[src/rtl/mc_ctrl.sv]
// Multicycle control FSM for the MIPS-subset datapath: sequences fetch/decode/execute,
// drives datapath selects and strobes, counts retired instructions. Optional bne: MC_CTRL_BNE_EN.
module mc_ctrl #(
  parameter int CNT_W = 32
) (
  input  logic             clk,
  input  logic             reset,
  input  logic [5:0]       op,
  input  logic [5:0]       funct,
  input  logic             zero,
  input  logic             mem_ready,
  output logic             iord,
  output logic             mem_req,
  output logic             mem_write,
  output logic             ir_write,
  output logic             reg_dst,
  output logic             mem_to_reg,
  output logic             reg_write,
  output logic             alu_src_a,
  output logic [1:0]       alu_src_b,
  output logic [2:0]       alu_ctrl_sig,
  output logic [1:0]       pc_src,
  output logic             pc_en,
  output logic             illegal_op,
  output logic [CNT_W-1:0] instret
);

  typedef enum logic [3:0] {
    S_FETCH, S_DECODE, S_MEMADR, S_MEMRD, S_MEMWB, S_MEMWR, S_EXEC,
    S_ALUWB, S_BRANCH, S_BNE, S_ADDIEX, S_ADDIWB, S_JUMP
  } state_t;

  localparam logic [5:0] OP_RTYPE = 6'b000000;
  localparam logic [5:0] OP_LW    = 6'b100011;
  localparam logic [5:0] OP_SW    = 6'b101011;
  localparam logic [5:0] OP_BEQ   = 6'b000100;
  localparam logic [5:0] OP_BNE   = 6'b000101;
  localparam logic [5:0] OP_ADDI  = 6'b001000;
  localparam logic [5:0] OP_J     = 6'b000010;

  localparam logic [2:0] ALU_AND = 3'b000;
  localparam logic [2:0] ALU_OR  = 3'b001;
  localparam logic [2:0] ALU_ADD = 3'b010;
  localparam logic [2:0] ALU_SUB = 3'b110;
  localparam logic [2:0] ALU_SLT = 3'b111;

  state_t     state, next_state;
  logic       op_ok, funct_ok, retire;
  logic [2:0] funct_alu;

  always_comb begin
    funct_ok  = 1'b1;
    funct_alu = ALU_AND;
    case (funct)
      6'b100000: funct_alu = ALU_ADD;
      6'b100010: funct_alu = ALU_SUB;
      6'b100100: funct_alu = ALU_AND;
      6'b100101: funct_alu = ALU_OR;
      6'b101010: funct_alu = ALU_SLT;
      default:   funct_ok  = 1'b0;
    endcase
  end

  always_comb begin
    next_state = S_FETCH;
    op_ok      = 1'b1;
    case (state)
      S_FETCH:  next_state = mem_ready ? S_DECODE : S_FETCH;
      S_DECODE: begin
        case (op)
          OP_LW, OP_SW: next_state = S_MEMADR;
          OP_RTYPE:     next_state = S_EXEC;
          OP_BEQ:       next_state = S_BRANCH;
          OP_ADDI:      next_state = S_ADDIEX;
          OP_J:         next_state = S_JUMP;
`ifdef MC_CTRL_BNE_EN
          OP_BNE:       next_state = S_BNE;
`endif
          default: begin
            next_state = S_FETCH;
            op_ok      = 1'b0;
          end
        endcase
      end
      S_MEMADR: next_state = (op == OP_LW) ? S_MEMRD : S_MEMWR;
      S_MEMRD:  next_state = mem_ready ? S_MEMWB : S_MEMRD;
      S_MEMWR:  next_state = mem_ready ? S_FETCH : S_MEMWR;
      S_EXEC:   next_state = funct_ok ? S_ALUWB : S_FETCH;
      S_ADDIEX: next_state = S_ADDIWB;
      default:  next_state = S_FETCH;
    endcase
  end

  // A store retires only on the cycle its memory write is accepted.
  always_comb begin
    case (state)
      S_MEMWB, S_ALUWB, S_BRANCH, S_BNE, S_ADDIWB, S_JUMP: retire = 1'b1;
      S_MEMWR: retire = mem_ready;
      default: retire = 1'b0;
    endcase
  end

  always_ff @(posedge clk or posedge reset) begin
    if (reset) begin
      state   <= S_FETCH;
      instret <= '0;
    end else begin
      state <= next_state;
      if (retire) instret <= instret + CNT_W'(1);
    end
  end

  // Outputs decode the current state; gating on reset drops strobes without waiting for a clock.
  always_comb begin
    iord         = 1'b0;
    mem_req      = 1'b0;
    mem_write    = 1'b0;
    ir_write     = 1'b0;
    reg_dst      = 1'b0;
    mem_to_reg   = 1'b0;
    reg_write    = 1'b0;
    alu_src_a    = 1'b0;
    alu_src_b    = 2'b00;
    alu_ctrl_sig = ALU_AND;
    pc_src       = 2'b00;
    pc_en        = 1'b0;
    illegal_op   = 1'b0;
    if (!reset) begin
      case (state)
        S_FETCH: begin
          mem_req      = 1'b1;
          alu_src_b    = 2'b01;
          alu_ctrl_sig = ALU_ADD;
          ir_write     = mem_ready;
          pc_en        = mem_ready;
        end
        S_DECODE: begin
          alu_src_b    = 2'b11;
          alu_ctrl_sig = ALU_ADD;
          illegal_op   = ~op_ok;
        end
        S_MEMADR, S_ADDIEX: begin
          alu_src_a    = 1'b1;
          alu_src_b    = 2'b10;
          alu_ctrl_sig = ALU_ADD;
        end
        S_MEMRD: begin
          mem_req = 1'b1;
          iord    = 1'b1;
        end
        S_MEMWB: begin
          reg_write  = 1'b1;
          mem_to_reg = 1'b1;
        end
        S_MEMWR: begin
          mem_req   = 1'b1;
          mem_write = 1'b1;
          iord      = 1'b1;
        end
        S_EXEC: begin
          alu_src_a    = 1'b1;
          alu_ctrl_sig = funct_alu;
          illegal_op   = ~funct_ok;
        end
        S_ALUWB: begin
          reg_write = 1'b1;
          reg_dst   = 1'b1;
        end
        S_BRANCH, S_BNE: begin
          alu_src_a    = 1'b1;
          alu_ctrl_sig = ALU_SUB;
          pc_src       = 2'b01;
          pc_en        = (state == S_BNE) ? ~zero : zero;
        end
        S_ADDIWB: reg_write = 1'b1;
        S_JUMP: begin
          pc_src = 2'b10;
          pc_en  = 1'b1;
        end
        default: ;
      endcase
    end
  end

endmodule

[config.mk]
export PLATFORM = sky130hd
export DESIGN_NAME = mc_ctrl
export DESIGN_NICKNAME = d
export VERILOG_FILES = /design/src/rtl/mc_ctrl.sv
export SDC_FILE = /design/constraint.sdc
export NUM_CORES = 1
export LEC_CHECK = 0
export BUFFER_PORTS_ARGS = -buffer_cell sky130_fd_sc_hd__buf_2
export CORE_MARGIN = 2
export CORE_UTILIZATION = 40
export DETAILED_ROUTE_END_ITERATION = 16
export GPL_TIMING_DRIVEN = 0
export SLEW_MARGIN = 20
export SYNTH_ARGS = -nofsm -noshare
export SYNTH_HDL_FRONTEND = slang
export SYNTH_SLANG_ARGS = --single-unit
[constraint.sdc]
create_clock -name clk -period 2.74 [get_ports clk]
set_input_delay 0.548 -clock clk [delete_from_list [all_inputs] [get_ports clk]]
set_output_delay 0.548 -clock clk [all_outputs]
set_load 0.005 [all_outputs]
# --- After elaboration in Yosys (flattened, before gate mapping) ---
# Cells that the tools add are included.
word_totals:
  ff_bits: 36
  input_bits: 16
  wordCells: 80
op_classes:
  addsub: 1
  n_eq_ne: 22
  mux: 39
  n_bitwise: 3
  n_reduce_logical: 13
op_table:
  columns: ["cell", "n"]
  rows:
  - ["6-bit == test, second input constant", 7]
  - ["32-bit by 1-bit adder with 32-bit output, second input constant", 1]
  - ["4-bit case mux with 7 select lines", 1]
  - ["1-bit two-way mux", 23]
  - ["4-bit == test, second input constant", 5]
  - ["4-bit case mux with 5 select lines", 1]
  - ["4-bit by 3-bit == test with 1-bit output, second input constant", 4]
  - ["3-bit two-way mux", 5]
  - ["3-bit case mux with 4 select lines", 1]
  - ["6-bit OR reduction", 2]
  - ["5-bit OR reduction", 2]
  - ["3-bit case mux with 3 select lines", 1]
  - ["4-bit by 2-bit == test with 1-bit output, second input constant", 2]
  - ["2-bit OR reduction", 4]
  - ["6-bit by 2-bit == test with 1-bit output, second input constant", 1]
  - ["6-bit by 3-bit == test with 1-bit output, second input constant", 1]
  - ["6-bit by 4-bit == test with 1-bit output, second input constant", 1]
  - ["6-bit zero test", 1]
  - ["2-bit case mux with 3 select lines", 1]
  - ["3-bit OR reduction", 2]
  - ["4-bit by 1-bit == test with 1-bit output, second input constant", 1]
  - ["4-bit zero test", 1]
  - ["2-bit two-way mux", 2]
  - ["1-bit case mux with 2 select lines", 2]
  - ["4 further kinds", 6]

# --- Longest topological paths before layout ---
# Gate-level depths: netlist of the first run.
depth:
  word_depth: 7
  ltp_mapped: 8

# --- Worst setup path before layout of the first run ---
# Ideal clock, no wire load.
synth_timing:
  path_type: "input -> output"
  from: "input reset"
  to: "output mem_to_reg"
  arrival_time_ps: 1769
  t_required_ps: 2192
  slack_ps: 423
  cell_stages: 3
  path_buffers: 0
  path_cell_list: "inv_1 > nand3_1 > nor3_1"
synth_via:
  elab_chain_cells: 1
synth_rtl:
  columns: ["element", "line_no", "source"]
  rows:
  - ["start: declaration", "7", "input logic reset,"]
  - ["1-bit two-way mux", "128", "if (!reset) begin"]
  - ["end: declaration", "17", "output logic mem_to_reg,"]
# No other way between the ends.

# --- Final worst setup path of the first run ---
layout_timing:
  from: "register state[3]"
  to: "register instret[25]"
layout_via:
  elab_chain_cells: 3
  word_cells_on_any_way: 9
  cone_classes: "eq/ne (7); mux (1); reduce/logical (1)"
layout_rtl:
  columns: ["element", "line_no", "source"]
  rows:
  - ["start: declaration", "47", "state_t state, next_state;"]
  - ["start signal: assignment", "108", "state <= next_state;"]
  - ["4-bit == test or 4-bit by 3-bit == test with 1-bit output (tied branches)", "96", "case (state)"]
  - ["6-bit OR reduction", "96", null]
  - ["1-bit case mux with 2 select lines *", "96", null]
  - ["end signal: assignment", "109", "if (retire) instret <= instret + CNT_W'(1);"]
  - ["end: declaration", "25", "output logic [CNT_W-1:0] instret"]
# Mark *: on every way between the ends. The rest lies on a longest branch, timed or not.
# A chain may end at the register's enable or synchronous reset.

==> results of run 1 <==
-- metrics by stage --
step	worst slack (ns)	total power, W
after floorplan	0.423	0.000797
after global placement	-0.179	0.000904
after detailed placement	0.175	0.000914
after CTS	0.157	0.00130
after global routing	0.0887	0.00136
final	0.288	0.00128
-- layout make-up --
cell class / instances / area share, %
plain buffers: 10 / 2.35
clock buffers: 8 / 3.39
well taps: 70 / 3.30
flip-flops and latches: 36 / 33.9
inverters: 3 / 0.424
repair buffers: 65 / 13.1
multi-input cells: 186 / 43.5
-- state kept, by name, summed over array words and instances (netlist names) --
| name | count |
|---|---|
| instret | 32 |
| state | 4 |
-- cells in the final DEF, fill, tap and decap left out, drive strengths merged, types with 4 or more instances in the layout --
cell and n:
xnor2 17, nand2 27, nand2b 5, nor2 30, a21oi 4, dfrtp 36, nor3 11, buf 70
xor2 16, clkbuf 13, nor4 9, nor2b 6, nand3 17, and3 7
-- what timing repair did --
action	4_1_cts	5_1_grt
setup endpoints to repair	0	2
hold endpoints to repair	0	0
gates resized for setup	0	2
-- power by group --
group	total, W	switching [W]	internal (W)
registers	0.000630	0.0000530	0.000577
logic	0.000272	0.000143	0.000129
clock network	0.000376	0.000171	0.000205
-- worst min-delay path by stage --
stage	from	endpoint	slack (ns)	cells past startpoint
2_1_floorplan	instret[31]	instret[31]	0.47	1
3_3_place_gp	instret[31]	instret[31]	0.46	1
3_5_place_dp	instret[31]	instret[31]	0.46	1
4_1_cts	reset	instret[17]	0.27	2
5_1_grt	reset	instret[17]	0.29	2
6_report	reset	instret[17]	0.27	2
-- cell families (layout without fill, tap and decap cells) --
| family | after synthesis | count (layout) | share of synthesized area (%) |
|---|---|---|---|
| multiplexers | 2 | 2 | 1.00 |
| flip-flops | 36 | 36 | 42.4 |
| XOR/XNOR | 33 | 33 | 13.6 |
| buffers and inverters | 13 | 86 | 3.42 |
| adder cells (fa/ha/maj) | 1 | 1 | 0.589 |
| AO/OA/AOI/OAI | 24 | 24 | 8.19 |
| AND/OR/NAND/NOR | 126 | 126 | 30.8 |
-- per-layer routing --
layer / up-vias / GRT usage (%) / share of wire [%]
li1: 969 / - / -
met3: 6 / 3.65 / 6.5
met4: 0 / 5.64 / 1.4
met2: 70 / 26.4 / 44
met5: - / 0 / 0
met1: 869 / 22.4 / 48
==> flow_metrics.env, run 1 <==
export IMPL_status="complete, no violations"
export IMPL_track_usage_pct=16.6
export IMPL_r2r_start="state[3]"
export IMPL_cap_violations=0
export IMPL_cts_made_buffers=5
export IMPL_synth_top_area_share_pct=42.4
export IMPL_row_count=26
export IMPL_initial_core_util_pct=41.6
export IMPL_postPlaceCellArea_um2=2560
export IMPL_crit_end="instret[25]"
export IMPL_critical_path_class="flip-flop to flip-flop"
export IMPL_r2r_slack_ns=0.29
export IMPL_crit_path_max_fanout=10
export IMPL_drtIter0Drc=100
export IMPL_finalClockSkew_ns=0.00348
export IMPL_relSlewSlack_pct=50.9
export IMPL_syn_nets=252
export IMPL_cts_tree="yes"
export IMPL_yosys_area_top_type="dfrtp_1"
export IMPL_clk_pin_slew_worst_paths_ns=0.07
export IMPL_synth_edf_count=0
export IMPL_cp_start_kind="flip-flop"
export IMPL_die_h_um=76.9
export IMPL_r2r_end="instret[25]"
export IMPL_ys_top_cells_by_area="dfrtp_1 42%, xnor2_1 7.0%, xor2_1 6.6%"
export IMPL_routed_wl_mm=4.68
export IMPL_fin_crit_ns=2.45
export IMPL_dieWidth_um=76.9
export IMPL_path_cells="and3_1, or4_1, buf_6, nor4_2, nand4_1, xnor2_1"
export IMPL_critPathBufInv=1
export IMPL_layout_cells_non_filler=378
export IMPL_synth_cell_type_count=48
export IMPL_max_freq_ghz=0.408
export IMPL_h_tree_depth=2
export IMPL_post_drt_wl_per_cell_um=12.4
export IMPL_path_delay_family="simple AND/OR/NAND/NOR gates"
export IMPL_ios=65
export IMPL_postSynthAreaPerCell_um2=9.04
export IMPL_antenna_found_initial=0
export IMPL_dr_pass1_iters=4
export IMPL_startpoint="state[3]"
export IMPL_register_area_um2=901
export IMPL_multi_input_area_um2=1160
export IMPL_cts_buffer_depth=2
export IMPL_nFillCells=498
export IMPL_area_growth_syn_to_layout_pct=25.1
export IMPL_place_congestion=0.777
export IMPL_cp_slowest_cell="nor4_2"
export IMPL_nets=324
export IMPL_drc=0
export IMPL_r2r_cells=6
export IMPL_die_area_um2=5910
export IMPL_p_per_area_nw_per_um2=481
export IMPL_cts_root_buf="clkbuf_8"
export IMPL_yosysWarnings=0
export IMPL_clock_sinks=36
export IMPL_worstMarginPinSlew_ns=0.730
export IMPL_place_inst=370
export IMPL_synth_flop_cell="dfrtp_1"
export IMPL_syn_cell_area_um2=2120
export IMPL_ctsHoldBuffers=0
export IMPL_hold_ws_ns=0.265
export IMPL_synth_seq_cells=36
export IMPL_fin_area_um2=2660
export IMPL_p_leak_nw=1.14
export IMPL_drv_slew=0
export IMPL_grt_overflow_total=0
export IMPL_arrival_ns=2.62
export IMPL_irDropWorstVdd_v=0.000172
export IMPL_grt_max_degree=24
export IMPL_final_layout_size_suffix_gt1_share_pct=27.3
export IMPL_syn_inst=235
export IMPL_slowest_delay_ns=0.66
export IMPL_final_core_util_pct=52.0
export IMPL_viasPerCell=5.06
export IMPL_grt_pass1_vias=1767
export IMPL_finalHoldViolations=0
export IMPL_via_count=1914
export IMPL_synth_most_common_cell="dfrtp_1"
export IMPL_dp_final_hpwl_mm=3.49
export IMPL_cp_data_required_time_ns=2.91
export IMPL_path_depth=6
export IMPL_rsz0062_at_grt="false"
export IMPL_post_cts_buffers=0
export IMPL_clk_latency_ns=0.28
export IMPL_antenna_cells=0
export IMPL_grt_first_pass_wirelength_mm=8.06
export IMPL_synth_common_cells="36 x dfrtp_1, 30 x nor2_1, 27 x nand2_1"
export IMPL_final_setup_tns_ns=0
export IMPL_setup_worst_path_end_class="flip-flop"
export IMPL_finalCritPeriodShare_pct=89.5
export IMPL_setup_viol=0
export IMPL_portBuffers=64
export IMPL_core_area_um2=5110
export IMPL_drtAntennaViolNets=0
export IMPL_hold_path_class="input pin to async pin"
export IMPL_ys_seq_area_share_pct=42.4
export IMPL_async_reset_ff_share_pct=100
Power figures use the tool's default switching activity.
==> run 2: changes to the inputs <==
CORE_MARGIN = default   (was 2)
==> flow_metrics.env, run 2 (synthesis gave the netlist of run 1 again) <==
export IMPL_top_layer_used="met4"
export IMPL_regMostFlops="instret"
export IMPL_irDropWorstVdd_v=0.000202
export IMPL_via_count=1925
export IMPL_r2r_end="instret[25]"
export IMPL_critPathBufInv=1
export IMPL_cts_buffer_depth=2
export IMPL_cts_made_buffers=5
export IMPL_hold_path_class="input pin to async pin"
export IMPL_core_area_um2=5110
export IMPL_p_leak_nw=1.14
export IMPL_grt_max_degree=30
export IMPL_critical_path_class="flip-flop to flip-flop"
export IMPL_grt_overflow_total=0
export IMPL_cap_violations=0
export IMPL_cts_tree="yes"
export IMPL_arrival_ns=2.63
export IMPL_clk_latency_ns=0.29
export IMPL_setup_worst_path_end_class="flip-flop"
export IMPL_crit_end="instret[25]"
export IMPL_drv_slew=0
export IMPL_crit_path_max_fanout=10
export IMPL_nets=324
export IMPL_dieWidth_um=74.9
export IMPL_cp_data_required_time_ns=2.91
export IMPL_finalClockSkew_ns=0.00950
export IMPL_post_drt_wl_per_cell_um=12.1
export IMPL_dp_final_hpwl_mm=3.37
export IMPL_rsz0062_at_grt="false"
export IMPL_r2r_slack_ns=0.28
export IMPL_viasPerCell=5.09
export IMPL_drtAntennaViolNets=0
export IMPL_max_freq_ghz=0.407
export IMPL_mostFrequentLayoutCell="buf_2"
export IMPL_worstMarginPinSlew_ns=0.780
export IMPL_clk_pin_slew_worst_paths_ns=0.08
export IMPL_setup_ws_ns=0.283
export IMPL_routed_wl_mm=4.58
export IMPL_antenna_cells=0
export IMPL_initial_core_util_pct=41.6
export IMPL_clock_sinks=36
export IMPL_startpoint="state[3]"
export IMPL_finalHoldViolations=0
export IMPL_wl_met1_mm=2.25
export IMPL_place_congestion=0.812
export IMPL_die_h_um=74.9
export IMPL_post_cts_buffers=0
export IMPL_drc=0
export IMPL_grt_first_pass_wirelength_mm=7.30
export IMPL_path_depth=6
export IMPL_path_delay_family="simple AND/OR/NAND/NOR gates"
export IMPL_row_count=26
export IMPL_layout_common_cells="65 x buf_2, 36 x dfrtp_1, 30 x nor2_1, 27 x nand2_1"
export IMPL_area_growth_syn_to_layout_pct=24.6
export IMPL_fin_crit_ns=2.46
export IMPL_status="complete, no violations"
export IMPL_cts_root_buf="clkbuf_8"
export IMPL_final_layout_size_suffix_gt1_share_pct=27.9
export IMPL_setup_viol=0
export IMPL_grt_pass1_vias=1668
export IMPL_r2r_start="state[3]"
export IMPL_place_ws_ns=0.205
export IMPL_drtIter0Drc=48
export IMPL_slowest_delay_ns=0.66
export IMPL_nFillCells=499
export IMPL_largest_reg_flops=32
export IMPL_place_inst=370
export IMPL_ios=65
export IMPL_cp_start_kind="flip-flop"
export IMPL_portBuffers=64
export IMPL_die_area_um2=5610
export IMPL_p_per_area_nw_per_um2=477
export IMPL_path_cells="and3_1, or4_1, buf_6, nor4_2, nand4_1, xnor2_1"
export IMPL_met3_length_um=230
export IMPL_top_regs="instret (32), state (4)"
export IMPL_dr_pass1_iters=4
export IMPL_finalCritPeriodShare_pct=89.7
export IMPL_relSlewSlack_pct=47.6
export IMPL_antenna_found_initial=0
export IMPL_final_core_util_pct=51.8
export IMPL_h_tree_depth=2
export IMPL_dr_wl_met2_mm=2.03
export IMPL_layout_cells_non_filler=378
export IMPL_cp_slowest_cell="nor4_2"
export IMPL_power_w=0.00126
export IMPL_track_usage_pct=16.9
export IMPL_r2r_cells=6
run 2: changes by cell type in the layout (fill, tap and decap cells not counted):
cell / change
clkinv_2: +2
clkbuf_1: -2
buf_16: -1
clkinv_4: +1
buf_12: +1
clkbuf_8: -1
run 2: area by class of cell:
cell class / count / area (um^2) / share of cell area, %
Multi-Input combinational cell: 186 / 1160 / 43.7
Sequential cell: 36 / 901 / 34.0
Timing Repair Buffer: 65 / 340 / 12.9
Tap cell: 70 / 87.6 / 3.31
Clock buffer: 5 / 68.8 / 2.60
Buffer: 10 / 62.6 / 2.36
Clock inverter: 3 / 18.8 / 0.709
Inverter: 3 / 11.3 / 0.425
run 2: worst min path at each step:
stage,from,to,slack (ns),cells after the start
detailed placement,instret[31],instret[31],0.46,1
global route,reset,instret[26],0.20,2
floorplan,instret[31],instret[31],0.47,1
finish,reset,instret[26],0.19,2
global placement,instret[31],instret[31],0.46,1
CTS,reset,instret[26],0.19,2
run 2: what timing repair did:
action / CTS / global route
resized for setup: 0 / 2
setup endpoints to repair: 0 / 2
hold endpoints to repair: 0 / 0
hold buffers: 0 / 0
run 2: per-stage QoR:
step           area, um^2  hold slack (ns)  setup TNS [ns]
2_1_floorplan        2120            0.468               0
3_3_place_gp         2530            0.458          -0.521
3_5_place_dp         2560            0.457               0
4_1_cts              2650            0.188               0
5_1_grt              2650            0.201               0
6_report             2650            0.188               0
run 2: power breakdown:
part | internal (W) | switching, W
clock network | 0.000177 | 0.000188
logic | 0.000128 | 0.000142
registers | 0.000576 | 0.0000521
run 2: routing by layer:
metal	up-vias	GRT usage [%]
met5	-	0
met2	61	26.1
met3	5	3.48
li1	973	-
met1	886	23.1
met4	0	6.92
